`config.mk`:
```
export PLATFORM = sky130hd
export DESIGN_NAME = pipe_hazard_ctrl_flat
export DESIGN_NICKNAME = d
export VERILOG_FILES = /design/src/rtl/pipe_hazard_ctrl_if.sv /design/src/rtl/pipe_hazard_ctrl.sv /design/src/flat_wrapper.sv
export SDC_FILE = /design/constraint.sdc
export NUM_CORES = 1
export LEC_CHECK = 0
export CAP_MARGIN = 20
export CORE_MARGIN = 2
export CORE_UTILIZATION = 35
export CTS_CLUSTER_DIAMETER = 60
export DETAILED_ROUTE_END_ITERATION = 16
export GPL_TIMING_DRIVEN = 1
export REMOVE_ABC_BUFFERS = 1
export SLEW_MARGIN = 20
export SYNTH_ARGS = -nofsm -noshare
export SYNTH_HDL_FRONTEND = slang
export SYNTH_SLANG_ARGS = --single-unit
```
`constraint.sdc`:
```
create_clock -name clk -period 3.6 [get_ports clk]
set_input_delay 0.9 -clock clk [delete_from_list [all_inputs] [get_ports clk]]
set_output_delay 0.9 -clock clk [all_outputs]
set_load 0.02 [all_outputs]
```
`src/rtl/pipe_hazard_ctrl_if.sv`:
```
// Decode-side hazard controller bus: decode/branch inputs plus stall/flush/issue and debug outputs.
// Ports: id_valid, id_ir, br_taken (pipeline -> controller); stall, flush, issue, busy_mask,
//        stall_cnt, flush_cnt (controller -> pipeline).  master = pipeline side, slave = controller.
interface pipe_hazard_ctrl_if #(
   parameter int CNT_W = 16
);
   logic             id_valid;
   logic [31:0]      id_ir;
   logic             br_taken;
   logic             stall;
   logic             flush;
   logic             issue;
   logic [31:0]      busy_mask;
   logic [CNT_W-1:0] stall_cnt;
   logic [CNT_W-1:0] flush_cnt;

   modport master (
      output id_valid, id_ir, br_taken,
      input  stall, flush, issue, busy_mask, stall_cnt, flush_cnt
   );

   modport slave (
      input  id_valid, id_ir, br_taken,
      output stall, flush, issue, busy_mask, stall_cnt, flush_cnt
   );
endinterface

```
`src/rtl/pipe_hazard_ctrl.sv`:
```
// Scoreboard hazard/flush controller for a 5-stage pipeline; stall and issue are combinational
// from decode, flush is a registered window after a taken branch.
// Ports: clk, RN (async active-low reset), hz (slave modport of pipe_hazard_ctrl_if).
module pipe_hazard_ctrl #(
   parameter int WB_LAT    = 3,
   parameter int FLUSH_LEN = 2,
   parameter int CNT_W     = 16
) (
   input logic               clk,
   input logic               RN,
   pipe_hazard_ctrl_if.slave hz
);
   localparam int SB_W = $clog2(WB_LAT + 1);
   localparam int FC_W = $clog2(FLUSH_LEN + 1);

   // decode fields
   logic [6:0] op;
   logic [2:0] f3;
   logic [4:0] rd, rs1, rs2;
   logic       wr_en, rs1_en, rs2_en, rd_rd_en;

   assign op  = hz.id_ir[6:0];
   assign rd  = hz.id_ir[11:7];
   assign f3  = hz.id_ir[14:12];
   assign rs1 = hz.id_ir[19:15];
   assign rs2 = hz.id_ir[24:20];

   logic [6:0] unused_ir_bits;
   assign unused_ir_bits = hz.id_ir[31:25];

   always_comb begin
      wr_en    = 1'b0;
      rs1_en   = 1'b0;
      rs2_en   = 1'b0;
      rd_rd_en = 1'b0;
      case (op)
         7'd0, 7'd3: begin
            wr_en  = 1'b1;
            rs1_en = 1'b1;
            rs2_en = 1'b1;
         end
         7'd1: begin
            if (f3 == 3'd0) begin
               wr_en  = 1'b1;
               rs1_en = 1'b1;
            end else if (f3 == 3'd1) begin
               // store reads rd as its data operand
               rs1_en   = 1'b1;
               rs2_en   = 1'b1;
               rd_rd_en = 1'b1;
            end
         end
         default: ;
      endcase
   end

   // state
   logic [SB_W-1:0]  sb_q [32];
   logic [SB_W-1:0]  sb_d [32];
   logic [FC_W-1:0]  fc_q, fc_d;
   logic [CNT_W-1:0] stall_cnt_q, stall_cnt_d;
   logic [CNT_W-1:0] flush_cnt_q, flush_cnt_d;

   logic [31:0] busy_w;
   logic        hazard_w, flush_w, stall_w, issue_w;

   always_comb begin
      busy_w = '0;
      for (int r = 1; r < 32; r++) begin
         busy_w[r] = (sb_q[r] != '0);
      end
   end

   // busy_w[0] is constant 0, so r0 sources never hazard
   assign hazard_w = (rs1_en & busy_w[rs1]) | (rs2_en & busy_w[rs2]) | (rd_rd_en & busy_w[rd]);
   assign flush_w  = (fc_q != '0);
   assign stall_w  = hz.id_valid & ~flush_w & hazard_w;
   // br_taken kills the branch's successor before fc has been loaded
   assign issue_w  = hz.id_valid & ~stall_w & ~flush_w & ~hz.br_taken;

   always_comb begin
      for (int r = 0; r < 32; r++) begin
         sb_d[r] = (sb_q[r] != '0) ? sb_q[r] - SB_W'(1) : '0;
      end
      // new write (including WAW reload) overrides the decrement
      if (issue_w && wr_en && (rd != 5'd0)) begin
         sb_d[rd] = SB_W'(WB_LAT);
      end
   end

   always_comb begin
      fc_d = fc_q;
      if (hz.br_taken)     fc_d = FC_W'(FLUSH_LEN);
      else if (fc_q != '0) fc_d = fc_q - FC_W'(1);
   end

   always_comb begin
      stall_cnt_d = stall_cnt_q;
      flush_cnt_d = flush_cnt_q;
      if (stall_w && (stall_cnt_q != '1))     stall_cnt_d = stall_cnt_q + CNT_W'(1);
      if (hz.br_taken && (flush_cnt_q != '1)) flush_cnt_d = flush_cnt_q + CNT_W'(1);
   end

   always_ff @(posedge clk or negedge RN) begin
      if (!RN) begin
         for (int r = 0; r < 32; r++) begin
            sb_q[r] <= '0;
         end
         fc_q        <= '0;
         stall_cnt_q <= '0;
         flush_cnt_q <= '0;
      end else begin
         for (int r = 0; r < 32; r++) begin
            sb_q[r] <= sb_d[r];
         end
         fc_q        <= fc_d;
         stall_cnt_q <= stall_cnt_d;
         flush_cnt_q <= flush_cnt_d;
      end
   end

   assign hz.stall     = stall_w;
   assign hz.flush     = flush_w;
   assign hz.issue     = issue_w;
   assign hz.busy_mask = busy_w;
   assign hz.stall_cnt = stall_cnt_q;
   assign hz.flush_cnt = flush_cnt_q;
endmodule

```
`src/flat_wrapper.sv`:
```
// flat-port wrapper written by rule: the top's interface ports become plain ports
module pipe_hazard_ctrl_flat 
#(
   parameter int WB_LAT    = 3,
   parameter int FLUSH_LEN = 2,
   parameter int CNT_W     = 16
)
  (clk, RN, hz_id_valid, hz_id_ir, hz_br_taken, hz_stall, hz_flush, hz_issue, hz_busy_mask, hz_stall_cnt, hz_flush_cnt);
  pipe_hazard_ctrl_if #(.CNT_W(CNT_W)) hz_i ();
  input logic clk;
  input logic RN;
  input wire logic [$bits(hz_i.id_valid)-1:0] hz_id_valid;
  input wire logic [$bits(hz_i.id_ir)-1:0] hz_id_ir;
  input wire logic [$bits(hz_i.br_taken)-1:0] hz_br_taken;
  output wire logic [$bits(hz_i.stall)-1:0] hz_stall;
  output wire logic [$bits(hz_i.flush)-1:0] hz_flush;
  output wire logic [$bits(hz_i.issue)-1:0] hz_issue;
  output wire logic [$bits(hz_i.busy_mask)-1:0] hz_busy_mask;
  output wire logic [$bits(hz_i.stall_cnt)-1:0] hz_stall_cnt;
  output wire logic [$bits(hz_i.flush_cnt)-1:0] hz_flush_cnt;
  assign hz_i.id_valid = hz_id_valid;
  assign hz_i.id_ir = hz_id_ir;
  assign hz_i.br_taken = hz_br_taken;
  assign hz_stall = hz_i.stall;
  assign hz_flush = hz_i.flush;
  assign hz_issue = hz_i.issue;
  assign hz_busy_mask = hz_i.busy_mask;
  assign hz_stall_cnt = hz_i.stall_cnt;
  assign hz_flush_cnt = hz_i.flush_cnt;
  pipe_hazard_ctrl #(.WB_LAT(WB_LAT), .FLUSH_LEN(FLUSH_LEN), .CNT_W(CNT_W)) u_core (.clk(clk), .RN(RN), .hz(hz_i));
endmodule
```
==> results.txt <==
- Number of port buffers: 94
- Class of the tightest hold or removal check: reg -> reg
- Vertical die dimension: 128 um
- Timing analysis after detailed placement gives a worst setup slack of -1.17 ns.
- Violations in the final reports: negative setup slack
- In the post-synthesis netlist, the biggest area contributors are sky130_fd_sc_hd__dfrtp_1 45%, sky130_fd_sc_hd__mux4_2 5.5%, sky130_fd_sc_hd__inv_1 4.8%.
- The flow ran to the end, but the final reports show violations.
* Most frequently used flop master after synthesis: sky130_fd_sc_hd__dfrtp_1
- Max-slew headroom at the worst pin: 51.4%
- Summed over its instances, the top area cell type makes up 44.7% of the synthesized netlist area.
* Count of synthesis-stage warnings from yosys: 0
* Total routing usage reported by global routing: 17.8%
- Clock tree from TritonCTS: built
* Number of buffers created by CTS: 9
* Placeable core region: 15100 um^2
* Source-to-sink clock delay at the later pin of the worst-skew pair: 0.34 ns
- In this run, placement finished with an instance count of 860.
- Final cell utilization of the core: 48.8%
- Final #Nets: 731
* Fraction of final layout cells sized beyond drive strength 1: 24.4%
- Detailed-placement wirelength estimate: 10.8 mm
* Post-DR wirelength/cell: 15.9 um
- VDD IR-drop max: 307 uV
* Wire length reported by the detailed router: 14.1 mm
- Number of max-cap violations: 0
* Part of the Yosys area used for sequential elements: 44.7%
- Number of routed nets with antenna violations: 0
- Die extent in x: 128 um
- Clock-pin slew was measured on the worst setup and hold paths at 0.07 ns.
* Count of hold-fix buffers inserted at cts: 0
- Final worst path period share: 107%
- Total of endpoints with negative setup slack in the final report: 2
- Mean instance size in the synthesized netlist: 10.0 um^2
* Number of clock sinks: 96
- Count of non-filler cells in the finished layout: 885
- Number of ports placed on the die boundary: 103
- For this block, the initial DRC count from the detailed router was 227.
- The first global-routing pass estimated 22.9 mm of wire.
- The synthesized design contains 96 register bits.
- The number of pins exceeding their max-slew limit in the final report was 0.
- The H-tree was split into 3 levels.
* Slew at the pin closest to its max-slew limit: 0.728 ns
- Critical path data required time: 2.70 ns
* Max Fclk: 261 MHz
* Effective utilization at floorplan: 35.6%
- Subtracting the final worst setup slack from the clock period gives 3.83 ns.
- Row generation in the floorplan step produced 45 rows.
- The largest single stage delay on the critical path is 0.55 ns.
- Data on the critical path arrives at its endpoint at 2.93 ns.
* Crit Path Max Fanout: 2
* Crit path max-delay cell type: sky130_fd_sc_hd__or4_4
* Synth-to-layout area growth: 37.3%
* Setup Skew: 0.00784 ns
- Static leakage power: 3.38 nW
- Series of cell instances along the critical path: buf_6 -> or3b_4 -> a2111oi_4 -> nand4_1 -> or4_4 -> nand4_4 -> or2_4 -> and2_4 -> buf_6
* Final weighted congestion of routability-driven global placement: 0.897
- The tree is rooted in a sky130_fd_sc_hd__clkbuf_16.
- PD cells: 367 nW/um^2
- Final Hold Vio Count: 0
* Kind of critical path: in -> out
- Initial antenna violation count: 0
- For this run, asynchronously set or reset flops after synthesis account for 100%.
- Counting stages on the worst path, the most repeated cell is sky130_fd_sc_hd__buf_6.
- RSZ-0062 raised after global routing: yes
* Vias in the first global route: 4545
* Capturing element type of the critical path: output pin
- Pin count of the biggest net entering global routing: 80
* Total via count after detailed routing: 4488
* Post-synth top area cell: sky130_fd_sc_hd__dfrtp_1
- After synthesis the cells add up to 5370 um^2.
- Yosys mapped the design onto 67 distinct sky130hd cell types.
- Number of diodes added for antenna fixing: 0
- Number of instances in the synthesized netlist: 535
- In the routed design, unresolved DRC markers number 0.
- Global route overflow: 0
- Detailed-route vias per instance: 5.07
- EDFF count, synth: 0
* Number of buffers on the longest clock path: 2
* Final Worst Setup Slack: -0.234 ns
- The floorplan step defined a die boundary enclosing 16300 um^2.
- Summed negative setup slack over all endpoints: -0.449 ns
- Router iterations before antenna repair: 4
- Crit start category: primary input
cell usage after synthesis, types with 3 or more instances:
library cell               instances
sky130_fd_sc_hd__a211oi_1          5
sky130_fd_sc_hd__a21oi_1           7
sky130_fd_sc_hd__and2_1            3
sky130_fd_sc_hd__and3_1           17
sky130_fd_sc_hd__buf_2            11
sky130_fd_sc_hd__buf_4             4
sky130_fd_sc_hd__buf_6             5
sky130_fd_sc_hd__dfrtp_1          96
sky130_fd_sc_hd__ha_1              3
sky130_fd_sc_hd__inv_1            69
sky130_fd_sc_hd__mux4_1            4
sky130_fd_sc_hd__mux4_2           13
sky130_fd_sc_hd__nand2_1          53
sky130_fd_sc_hd__nand2b_1          3
sky130_fd_sc_hd__nand3_1          21
sky130_fd_sc_hd__nand3b_1          3
sky130_fd_sc_hd__nand4_1           6
sky130_fd_sc_hd__nor2_1           42
sky130_fd_sc_hd__nor2_2            4
sky130_fd_sc_hd__nor3_1           17
sky130_fd_sc_hd__nor3b_1           3
sky130_fd_sc_hd__o211ai_1          4
sky130_fd_sc_hd__o21ai_0          23
sky130_fd_sc_hd__o21ai_1           4
sky130_fd_sc_hd__o21ai_2           5
sky130_fd_sc_hd__o22ai_1          17
sky130_fd_sc_hd__o22ai_2          15
sky130_fd_sc_hd__or2_2             5
sky130_fd_sc_hd__or3_1             3
sky130_fd_sc_hd__xnor2_1          21
sky130_fd_sc_hd__xor2_1            8
layer usage:
layer / track usage, % / vias to the layer above / wire, um
met1: 23.5 / 2201 / 6270
met4: 7.18 / 0 / 344
li1: - / 2177 / -
met5: 0 / - / 0
met3: 2.21 / 23 / 504
met2: 29.9 / 87 / 6940
through the flow:
stage                     area [um^2]  hold WS, ns  power (mW)
after floorplan                  5220        0.456        1.39
final                            7370        0.484        2.70
after CTS                        7280        0.486        2.72
after global placement           6930        0.467        1.62
after global routing             7370        0.502        2.81
after detailed placement         6930        0.473        1.64
flip-flops by register name, indices dropped and copies added, names as in the netlist:
| signal | count |
|---|---|
| u_core.sb_q | 62 |
| u_core.fc_q | 2 |
| u_core.hz.stall_cnt | 16 |
| u_core.hz.flush_cnt | 16 |
worst max-delay path, delay by kind of cell:
kind,cells,cell delay [ns]
buffers and inverters,2,0.20
AND/OR/NAND/NOR,6,1.49
AO/OA/AOI/OAI,1,0.34
cells by family (layout without fill, tap and decap cells):
| kind of cell | Yosys count | count (layout) | synth area share, % |
|---|---|---|---|
| AO/OA/AOI/OAI | 97 | 97 | 14.3 |
| XOR/XNOR | 29 | 29 | 4.73 |
| adder cells (fa/ha/maj) | 3 | 3 | 0.699 |
| buffers and inverters | 92 | 254 | 7.67 |
| flip-flops | 96 | 96 | 44.7 |
| multiplexers | 21 | 21 | 8.23 |
| other | 1 | 1 | 0.0698 |
| AND/OR/NAND/NOR | 196 | 196 | 19.5 |
layout make-up:
cell class | instances | area (um^2)
repair buffers | 168 | 1520
fillers | 1394 | 7720
flip-flops and latches | 96 | 2400
clock inverters | 5 | 104
inverters | 70 | 263
well taps | 188 | 235
clock buffers | 11 | 233
multi-input cells | 347 | 2610
path summary, 6_finish.rpt:
| check | start | endpoint | slack [ns] | cells past startpoint |
|---|---|---|---|---|
| setup / recovery | hz_id_ir[13] | hz_stall | -0.23 | 9 |
| hold / removal | u_core.hz.flush_cnt[9] | u_core.hz.flush_cnt[9] | 0.48 | 1 |
| setup reg to reg | u_core.sb_q[8] | u_core.hz.stall_cnt[1] | 0.66 | 11 |
| hold reg to reg | u_core.hz.flush_cnt[9] | u_core.hz.flush_cnt[9] | 0.48 | 1 |
| max in group asynchronous | RN | u_core.hz.stall_cnt[14] | 2.37 | 2 |
| min in group asynchronous | RN | u_core.sb_q[4] | 0.59 | 1 |
cells in the final DEF (no fill, tap or decap), types with 5 or more instances in the layout:
master,instances
sky130_fd_sc_hd__a21oi_1,7
sky130_fd_sc_hd__and3_1,17
sky130_fd_sc_hd__buf_4,67
sky130_fd_sc_hd__buf_6,8
sky130_fd_sc_hd__clkbuf_16,9
sky130_fd_sc_hd__clkdlybuf4s50_1,74
sky130_fd_sc_hd__dfrtp_1,96
sky130_fd_sc_hd__inv_1,69
sky130_fd_sc_hd__mux4_2,13
sky130_fd_sc_hd__nand2_1,53
sky130_fd_sc_hd__nand3_1,21
sky130_fd_sc_hd__nand4_1,6
sky130_fd_sc_hd__nor2_1,42
sky130_fd_sc_hd__nor3_1,15
sky130_fd_sc_hd__o21ai_0,23
sky130_fd_sc_hd__o21ai_2,5
sky130_fd_sc_hd__o22ai_1,17
sky130_fd_sc_hd__o22ai_2,15
sky130_fd_sc_hd__xnor2_1,21
sky130_fd_sc_hd__xor2_1,8
power by group:
| part | switching (mW) | internal, mW | total, mW |
|---|---|---|---|
| logic | 0.235 | 0.206 | 0.441 |
| registers | 0.0545 | 1.13 | 1.18 |
| clock network | 0.399 | 0.681 | 1.08 |
| total | 0.689 | 2.01 | 2.70 |
timing repair:
item,CTS,global route
gates cloned,0,1
pin swaps,9,12
hold endpoints to repair,0,0
endpoints found under the setup margin,3,2
setup buffers,4,4
gates resized for setup,52,22
Power figures use the tool's default switching activity.
